`src/rtl/pulse_seq_pkg.sv`:
```
// Shared types and constants for the pulse switch sequencer: FSM states,
// per-state switch gate encoding and default field widths.
package pulse_seq_pkg;

   localparam int unsigned CNT_W_DEF   = 16;
   localparam int unsigned BURST_W_DEF = 8;

   typedef enum logic [2:0] {
      ST_INIT     = 3'd0,
      ST_IDLE     = 3'd1,
      ST_BREAK    = 3'd2,
      ST_FIRE     = 3'd3,
      ST_MAKE     = 3'd4,
      ST_RECHARGE = 3'd5
   } state_t;

   typedef struct packed {
      logic s1;
      logic s2;
   } sw_t;

   localparam sw_t SW_OFF    = '{s1: 1'b0, s2: 1'b0};
   localparam sw_t SW_CHARGE = '{s1: 1'b1, s2: 1'b0};
   localparam sw_t SW_FIRE   = '{s1: 1'b0, s2: 1'b1};

   // Gate pattern for each state; unknown encodings fall back to both off.
   function automatic sw_t sw_enc(input state_t st);
      sw_t sw;
      case (st)
         ST_IDLE,
         ST_RECHARGE: sw = SW_CHARGE;
         ST_FIRE:     sw = SW_FIRE;
         default:     sw = SW_OFF;
      endcase
      return sw;
   endfunction

endpackage

```
`src/rtl/seq_dwell_timer.sv`:
```
// Loadable down-counter that times each sequencer state; expire is a
// registered flag that is high while the count sits at zero.
module seq_dwell_timer #(
   parameter int unsigned CNT_W = 16
) (
   input  logic             clk,
   input  logic             rst_n,
   input  logic             load,
   input  logic [CNT_W-1:0] load_val,
   output logic [CNT_W-1:0] value,
   output logic             expire
);

   always_ff @(posedge clk or negedge rst_n) begin
      if (!rst_n) begin
         value  <= '0;
         expire <= 1'b1;
      end else if (load) begin
         value  <= load_val;
         expire <= (load_val == '0);
      end else begin
         if (value != '0) value <= value - CNT_W'(1);
         expire <= (value <= CNT_W'(1));
      end
   end

endmodule

```
`src/rtl/pulse_switch_sequencer.sv`:
```
// Charge/discharge switch sequencer for a capacitive-discharge pulse generator
// with break-before-make dead time, fire width, recharge time and burst count.
module pulse_switch_sequencer
   import pulse_seq_pkg::*;
#(
   parameter int unsigned CNT_W   = CNT_W_DEF,
   parameter int unsigned BURST_W = BURST_W_DEF
) (
   input  logic               clk,
   input  logic               rst_n,
   input  logic               start,
   input  logic               abort,
   input  logic [CNT_W-1:0]   cfg_dead,
   input  logic [CNT_W-1:0]   cfg_fire,
   input  logic [CNT_W-1:0]   cfg_charge,
   input  logic [BURST_W-1:0] cfg_burst,
   output logic               s1_on,
   output logic               s2_on,
   output logic               busy,
   output logic [BURST_W-1:0] pulse_cnt,
   output logic               done,
   output logic               aborted,
   output logic               err_cfg
);

   state_t             state, state_next;
   logic [CNT_W-1:0]   sh_dead_m1, sh_fire_m1, sh_charge_m1;
   logic [BURST_W-1:0] sh_burst;
   logic               abort_pend;

   logic               tmr_load;
   logic [CNT_W-1:0]   tmr_val;
   logic [CNT_W-1:0]   tmr_value;
   logic               tmr_expire;
   logic               dwell_done;

   logic               latch, cnt_clr, cnt_inc, pend_set, pend_clr;
   logic               done_c, aborted_c, err_c;
   logic [CNT_W-1:0]   in_dead_m1, in_fire_m1, in_charge_m1;
   sw_t                sw_next;

   // Dwell reload values: zero dead/charge behave as one cycle.
   assign in_dead_m1   = (cfg_dead   == '0) ? '0 : cfg_dead   - CNT_W'(1);
   assign in_charge_m1 = (cfg_charge == '0) ? '0 : cfg_charge - CNT_W'(1);
   assign in_fire_m1   = (cfg_fire   == '0) ? '0 : cfg_fire   - CNT_W'(1);

   seq_dwell_timer #(.CNT_W(CNT_W)) u_dwell (
      .clk      (clk),
      .rst_n    (rst_n),
      .load     (tmr_load),
      .load_val (tmr_val),
      .value    (tmr_value),
      .expire   (tmr_expire)
   );

   // Both the registered flag and the raw count must agree before a state ends.
   assign dwell_done = tmr_expire && (tmr_value == '0);

   always_comb begin
      state_next = state;
      tmr_load   = 1'b0;
      tmr_val    = '0;
      latch      = 1'b0;
      cnt_clr    = 1'b0;
      cnt_inc    = 1'b0;
      pend_set   = 1'b0;
      pend_clr   = 1'b0;
      done_c     = 1'b0;
      aborted_c  = 1'b0;
      err_c      = 1'b0;
      case (state)
         ST_INIT: state_next = ST_IDLE;
         ST_IDLE: begin
            if (start) begin
               latch    = 1'b1;
               cnt_clr  = 1'b1;
               pend_clr = 1'b1;
               if (cfg_fire == '0 || cfg_burst == '0) begin
                  err_c = 1'b1;
               end else begin
                  state_next = ST_BREAK;
                  tmr_load   = 1'b1;
                  tmr_val    = in_dead_m1;
               end
            end
         end
         ST_BREAK, ST_FIRE, ST_RECHARGE: begin
            if (abort) begin
               state_next = ST_MAKE;
               tmr_load   = 1'b1;
               tmr_val    = sh_dead_m1;
               pend_set   = 1'b1;
            end else if (dwell_done) begin
               tmr_load = 1'b1;
               if (state == ST_BREAK) begin
                  state_next = ST_FIRE;
                  tmr_val    = sh_fire_m1;
                  cnt_inc    = 1'b1;
               end else if (state == ST_FIRE) begin
                  state_next = ST_MAKE;
                  tmr_val    = sh_dead_m1;
               end else if (pulse_cnt < sh_burst) begin
                  state_next = ST_BREAK;
                  tmr_val    = sh_dead_m1;
               end else begin
                  state_next = ST_IDLE;
                  done_c     = 1'b1;
               end
            end
         end
         ST_MAKE: begin
            if (abort) pend_set = 1'b1;
            if (dwell_done) begin
               if (abort_pend || abort) begin
                  state_next = ST_IDLE;
                  aborted_c  = 1'b1;
               end else begin
                  state_next = ST_RECHARGE;
                  tmr_load   = 1'b1;
                  tmr_val    = sh_charge_m1;
               end
            end
         end
         default: state_next = ST_INIT;
      endcase
   end

   assign sw_next = sw_enc(state_next);

   // Outputs are registered from the next state so they align with the state register.
   always_ff @(posedge clk or negedge rst_n) begin
      if (!rst_n) begin
         state        <= ST_INIT;
         s1_on        <= 1'b0;
         s2_on        <= 1'b0;
         busy         <= 1'b0;
         done         <= 1'b0;
         aborted      <= 1'b0;
         err_cfg      <= 1'b0;
         pulse_cnt    <= '0;
         abort_pend   <= 1'b0;
         sh_dead_m1   <= '0;
         sh_fire_m1   <= '0;
         sh_charge_m1 <= '0;
         sh_burst     <= '0;
      end else begin
         state   <= state_next;
         s1_on   <= sw_next.s1;
         s2_on   <= sw_next.s2;
         busy    <= (state_next != ST_IDLE) && (state_next != ST_INIT);
         done    <= done_c;
         aborted <= aborted_c;
         err_cfg <= err_c;
         if (latch) begin
            sh_dead_m1   <= in_dead_m1;
            sh_fire_m1   <= in_fire_m1;
            sh_charge_m1 <= in_charge_m1;
            sh_burst     <= cfg_burst;
         end
         if (cnt_clr)
            pulse_cnt <= '0;
         else if (cnt_inc && pulse_cnt != '1)
            pulse_cnt <= pulse_cnt + BURST_W'(1);
         if (pend_clr)
            abort_pend <= 1'b0;
         else if (pend_set)
            abort_pend <= 1'b1;
      end
   end

endmodule
```
`config.mk`:
```
export PLATFORM = sky130hd
export DESIGN_NAME = pulse_switch_sequencer
export DESIGN_NICKNAME = d
export VERILOG_FILES = /design/src/rtl/pulse_seq_pkg.sv /design/src/rtl/seq_dwell_timer.sv /design/src/rtl/pulse_switch_sequencer.sv
export SDC_FILE = /design/constraint.sdc
export NUM_CORES = 1
export LEC_CHECK = 0
export ABC_AREA = 0
export CELL_PAD_IN_SITES_DETAIL_PLACEMENT = 1
export CELL_PAD_IN_SITES_GLOBAL_PLACEMENT = 2
export CORE_ASPECT_RATIO = 1.4
export CORE_MARGIN = 2
export CORE_UTILIZATION = 34
export DETAILED_ROUTE_END_ITERATION = 8
export PLACE_DENSITY = 0.88
export SYNTH_ARGS = -nofsm -noshare
export SYNTH_HDL_FRONTEND = slang
export SYNTH_SLANG_ARGS = --single-unit
```
`constraint.sdc`:
```
create_clock -name clk -period 3.25 [get_ports clk]
set_clock_uncertainty 0.2 [all_clocks]
set_input_delay 0.65 -clock clk [delete_from_list [all_inputs] [get_ports clk]]
set_output_delay 0.65 -clock clk [all_outputs]
set_load 0.01 [all_outputs]
```
Word-level counts from Yosys, hierarchy flattened

Cells that the tools add are included.

Add/sub/neg operators: 5
$lt $le $gt $ge: 2
Equality and inequality tests: 10
Multiplexer cells: 58
Reductions and logical operators: 20

Operators with widths:

| cell                                                                    | count |
|---|---|
| 16-bit two-way mux                                                      | 14 |
| 16-bit zero test                                                        | 5 |
| 16-bit by 1-bit subtractor with 16-bit output, second input constant    | 4 |
| 16-bit case mux with 3 select lines                                     | 1 |
| 1-bit two-way mux                                                       | 29 |
| 3-bit two-way mux                                                       | 8 |
| 16-bit by 1-bit <= comparator with 1-bit output, second input constant  | 1 |
| 8-bit two-way mux                                                       | 2 |
| 16-bit nonzero test                                                     | 1 |
| 3-bit case mux with 4 select lines                                      | 1 |
| 3-bit by 2-bit == test with 1-bit output, second input constant         | 3 |
| 3-bit == test, second input constant                                    | 3 |
| 8-bit by 1-bit adder with 8-bit output, second input constant           | 1 |
| 8-bit zero test                                                         | 1 |
| 8-bit < comparator                                                      | 1 |
| 8-bit inequality test, second input constant                            | 1 |
| 3-bit by 1-bit == test with 1-bit output, second input constant         | 2 |
| 2-bit nonzero test                                                      | 3 |
| 2-bit case mux with 2 select lines                                      | 1 |
| 4-bit OR reduction                                                      | 1 |
| 1-bit logical AND                                                       | 3 |
| 3-bit zero test                                                         | 1 |
| 3-bit by 1-bit inequality test with 1-bit output, second input constant | 1 |
| 1-bit case mux with 3 select lines                                      | 1 |
| 5 further kinds                                                         | 6 |

Bits in registers: 91
Bits of input ports: 60
Word-level logic and storage cells: 110

Logic depth before layout (Yosys ltp)

Depth in word-level cells: 10
Depth in mapped cells: 11

By module

A second synthesis with hierarchy kept.

Cells, all modules: 639
Area total of the unflattened synthesis: 5739.3 um2

Modules (own cells, without submodules):

| module                 | times used | cells an instance | area an instance (um2) |
|---|---|---|---|
| pulse_switch_sequencer | 1          | 529               | 4719.5 |
| seq_dwell_timer        | 1          | 110               | 1019.7 |

Worst setup path after synthesis

Ideal clock, no wire load.

Path kind: input to register
Start point: in cfg_fire[0]
End point: reg u_dwell.expire
Library setup time: 0.062 ns
Arrival: 3.059 ns
Required time: 2.988 ns
Slack: -0.071 ns
Stages: 11
Buffers on the path: 1
Cells stage by stage: inv_1 -> ha_1 -> or4b_1 -> nor4_4 -> nand2b_1 -> buf_6 -> nor2_2 -> a221o_1 -> a2111oi_2 -> and4_1 -> a41o_1

Cells in the longest elaborated chain, start to end: 7

RTL lines:

| item                                | line                         | RTL |
|---|---|---|
| from (decl)                         | pulse_switch_sequencer.sv:14 | `input logic [CNT_W-1:0] cfg_fire,` |
| 16-bit zero test (*)                | pulse_switch_sequencer.sv:78 | `if (cfg_fire == '0 \|\| cfg_burst == '0) begin` |
| 1-bit logical OR (*)                | pulse_switch_sequencer.sv:78 |  |
| 16-bit two-way mux                  | pulse_switch_sequencer.sv:78 |  |
| 16-bit two-way mux                  | pulse_switch_sequencer.sv:74 | `if (start) begin` |
| 16-bit case mux with 3 select lines | pulse_switch_sequencer.sv:71 | `case (state)` |
| 16-bit zero test                    | seq_dwell_timer.sv:20        | `expire <= (load_val == '0);` |
| 1-bit two-way mux (*)               | seq_dwell_timer.sv:18        | `end else if (load) begin` |
| to (signal assigned)                | seq_dwell_timer.sv:20        |  |
| to (signal assigned)                | seq_dwell_timer.sv:23        | `expire <= (value <= CNT_W'(1));` |
| to (decl)                           | seq_dwell_timer.sv:11        | `output logic expire` |

Mark *: on every way between the ends. The rest lies on a longest branch, timed or not.
A chain may end at the register's enable or synchronous reset.

Final worst setup path

Start point: in cfg_fire[2]
End point: reg u_dwell.expire

Same word-level chain as after synthesis.

==> impl_results.md <==
* Status: finished clean
* Post-synth top cells: 90 x dfrtp_1, 82 x nand2_1, 57 x o21ai_0
* Vias in the first global route at a little under 6000
* FF-to-FF path depth at 12
* Critical path arrival at 3.31 ns
* Placer Congestion at between 0.9 and 1
* Largest net degree at the start of global routing at 55
* Worst EP required at 3.34 ns
* Fmax achieved at 311 MHz
* Final Hold Vio Count at 0
* First drt pass iteration count at 4
* H-Tree Depth at 3
* Initial antenna violation count at 0
* Top cells by area, synth: dfrtp_1 41%, xnor2_1 6.2%, nand2_1 5.6%
* VDD IR max at ~330 uV
* Core area at ~16000 um2
* Most frequent cell after synthesis: dfrtp_1
* CP Max Fanout at 8
* Global-route wire length before repair at between 30000 and 40000 um
* DP HPWL at 14500 um
* Post-Route WL at ~19000 um
* Crit path kind: in -> reg
* Routed wire length per instance at between 15 and 20 um
* Asr flop ratio synth at 1.00
* Fillers at approximately 1900
* Vias per cell at about 5.5
* Final instance area at about 7600 um2
* Synth Instances at 615
* Clk sink count at 91
* Total Routing Usage GR at 0.219
* GR Overflow Total at 0
* Initial Util at 0.343
* Syn_area_per_cell at approximately 9.0 um2
* Max Root-Sink Buffers at 2
* Multi-input gate area at about 3100 um2
* Max cap viols at 0
* # IOs at 74
* Post-synth EDFFs at 0
* RR Startpoint: u_dwell.value[0]
* Post-DP Area at around 7000 um2
* HP Class: in -> async
* CTS buffer count at 9
* Crit path cell chain: clkdlybuf4s50_1, or4_4, nor4_4, nand2b_4, buf_12, or3_1, nand3_1, a2111oi_2, and4_1, a41o_1
* Die area at around 17000 um2
* Worst slew margin at 0.525
* Ys flop type: dfrtp_1
* Slew Viols, Final at 0
* P_leak at 3.22 nW
* Register area share after synthesis at 0.414
* Distinct cells, synth at 67
* Part of the cycle the worst path needs at 0.989
* Final Non-Filler Cells at between 900 and 1000
* Min Tclk post-route at 3.22 ns
* DRC violations left at 0
* Startpoint Class: primary input
* Power, Total at about 5.1 mW
* CTS Hold Buffers Added at 0
* Reg area at roughly 2300 um2
* Nets@finish at 848
* # port buffers at 73
* Tightest Pin Transition at 0.711 ns
* Top-area cell type share of the netlist area at 0.409
* RSZ-0062 raised after global routing: yes
* CP Capture Type: flop
* Vias post-DR at 5336
* Post-synthesis cell area at roughly 5500 um2
* Syn-to-layout area delta at 37.8%
* Clk_lat worst skew at ~0.35 ns
* CP startpoint: cfg_fire[2]
* Routed Antenna Nets at 0
* Layout cells sized above 1 at 0.194
* Die H at ~150 um
* Violation count after the first detailed-route iteration at between 200 and 250
* Root buf cell: clkbuf_16
* Rows at 55
* CTS clk-pin slew, worst paths at 0.06 ns
* Cell taking the most area after synthesis: dfrtp_1
* Die X at roughly 110 um
* Register bit total from synthesis at ~90
* Pwr dens at 671 nW/um2
* CTS tree: built
* YS warnings at 0
* Critical path's largest stage delay at 0.59 ns
* # diodes at 0
* Count of final setup violators at 0
* Cells after DPL at roughly 960
* Slowest-stage cell, CP: or4_4
* Synth Net Count at 689
==> flip-flops by register name (all words and copies together) (netlist names) <==
name	cells
abort_pend	1
u_dwell.value	16
state	3
sh_charge_m1	16
err_cfg	1
done	1
pulse_cnt	8
s2_on	1
s1_on	1
sh_dead_m1	16
busy	1
aborted	1
sh_burst	8
u_dwell.expire	1
sh_fire_m1	16
==> per-layer routing <==
metal	up-vias	global-route usage	share of wire
met5	-	0	0
met3	29	0.0278	0.023
met4	0	0.0829	0.029
met2	84	0.409	0.55
li1	2544	-	-
met1	2679	0.252	0.40
==> cells in the final DEF, fill, tap and decap left out, types with 16 or more instances in the layout <==
master	netlist	layout
dfrtp_1	90	90
clkdlybuf4s50_1	0	69
a21oi_1	26	25
nand2_1	82	82
nor4_1	16	16
xnor2_1	39	38
o21ai_0	57	57
nor3_1	25	24
inv_1	18	18
nor2_1	47	47
buf_4	1	95
==> metrics by stage <==
stage / utilization / setup slack (ns) / hold WS [ns] / setup TNS (ns)
after floorplan: - / 0.0728 / 0.154 / 0
after global placement: 0.449 / -0.376 / 0.271 / -4.17
after detailed placement: 0.449 / -0.390 / 0.280 / -4.60
after CTS: 0.466 / 0.000369 / 0.0887 / 0
after global routing: 0.473 / -0.0687 / 0.105 / -0.0687
final: 0.473 / 0.0347 / 0.0725 / 0
==> cell type report <==
cell class / count / area share
Clock buffer: 13 / 0.0330
Clock inverter: 2 / 0.00165
Inverter: 18 / 0.00891
Multi-Input combinational cell: 480 / 0.415
Sequential cell: 91 / 0.300
Tap cell: 199 / 0.0328
Timing Repair Buffer: 174 / 0.209
==> critical path, delay by kind of cell <==
family          cells  cell delay [ns]
buf+inv             2             0.55
compound gates      2             0.51
simple gates        6             1.60
==> timing repair <==
item / 4_1_cts / 5_1_grt
endpoints found under the hold margin: 0 / 0
pin swaps: 2 / 5
gates resized for setup: 2 / 16
buffers inserted: 0 / 3
endpoints found under the setup margin: 1 / 9
==> final timing paths <==
check	end	slack (ns)
min in group clk	sh_fire_m1[6]	0.29
max in group asynchronous	u_dwell.expire	2.04
min	sh_fire_m1[14]	0.07
max reg2reg	u_dwell.expire	0.17
max	u_dwell.expire	0.03
min reg2reg	sh_fire_m1[6]	0.29
==> power by group <==
part,switching [mW],leakage (nW),internal [mW]
logic,1.07,1.96,0.942
clock network,0.445,0.126,0.536
registers,0.478,1.14,1.61
total,2.00,3.22,3.09
==> kinds of logic after synthesis <==
| family | share of synthesized area |
|---|---|
| flip-flops | 0.414 |
| adder cells (fa/ha/maj) | 0.0318 |
| AO/OA/AOI/OAI | 0.183 |
| buffers and inverters | 0.0339 |
| multiplexers | 0.00545 |
| AND/OR/NAND/NOR | 0.248 |
| XOR/XNOR | 0.0843 |
Note: power is estimated with default switching activity, not from simulation.
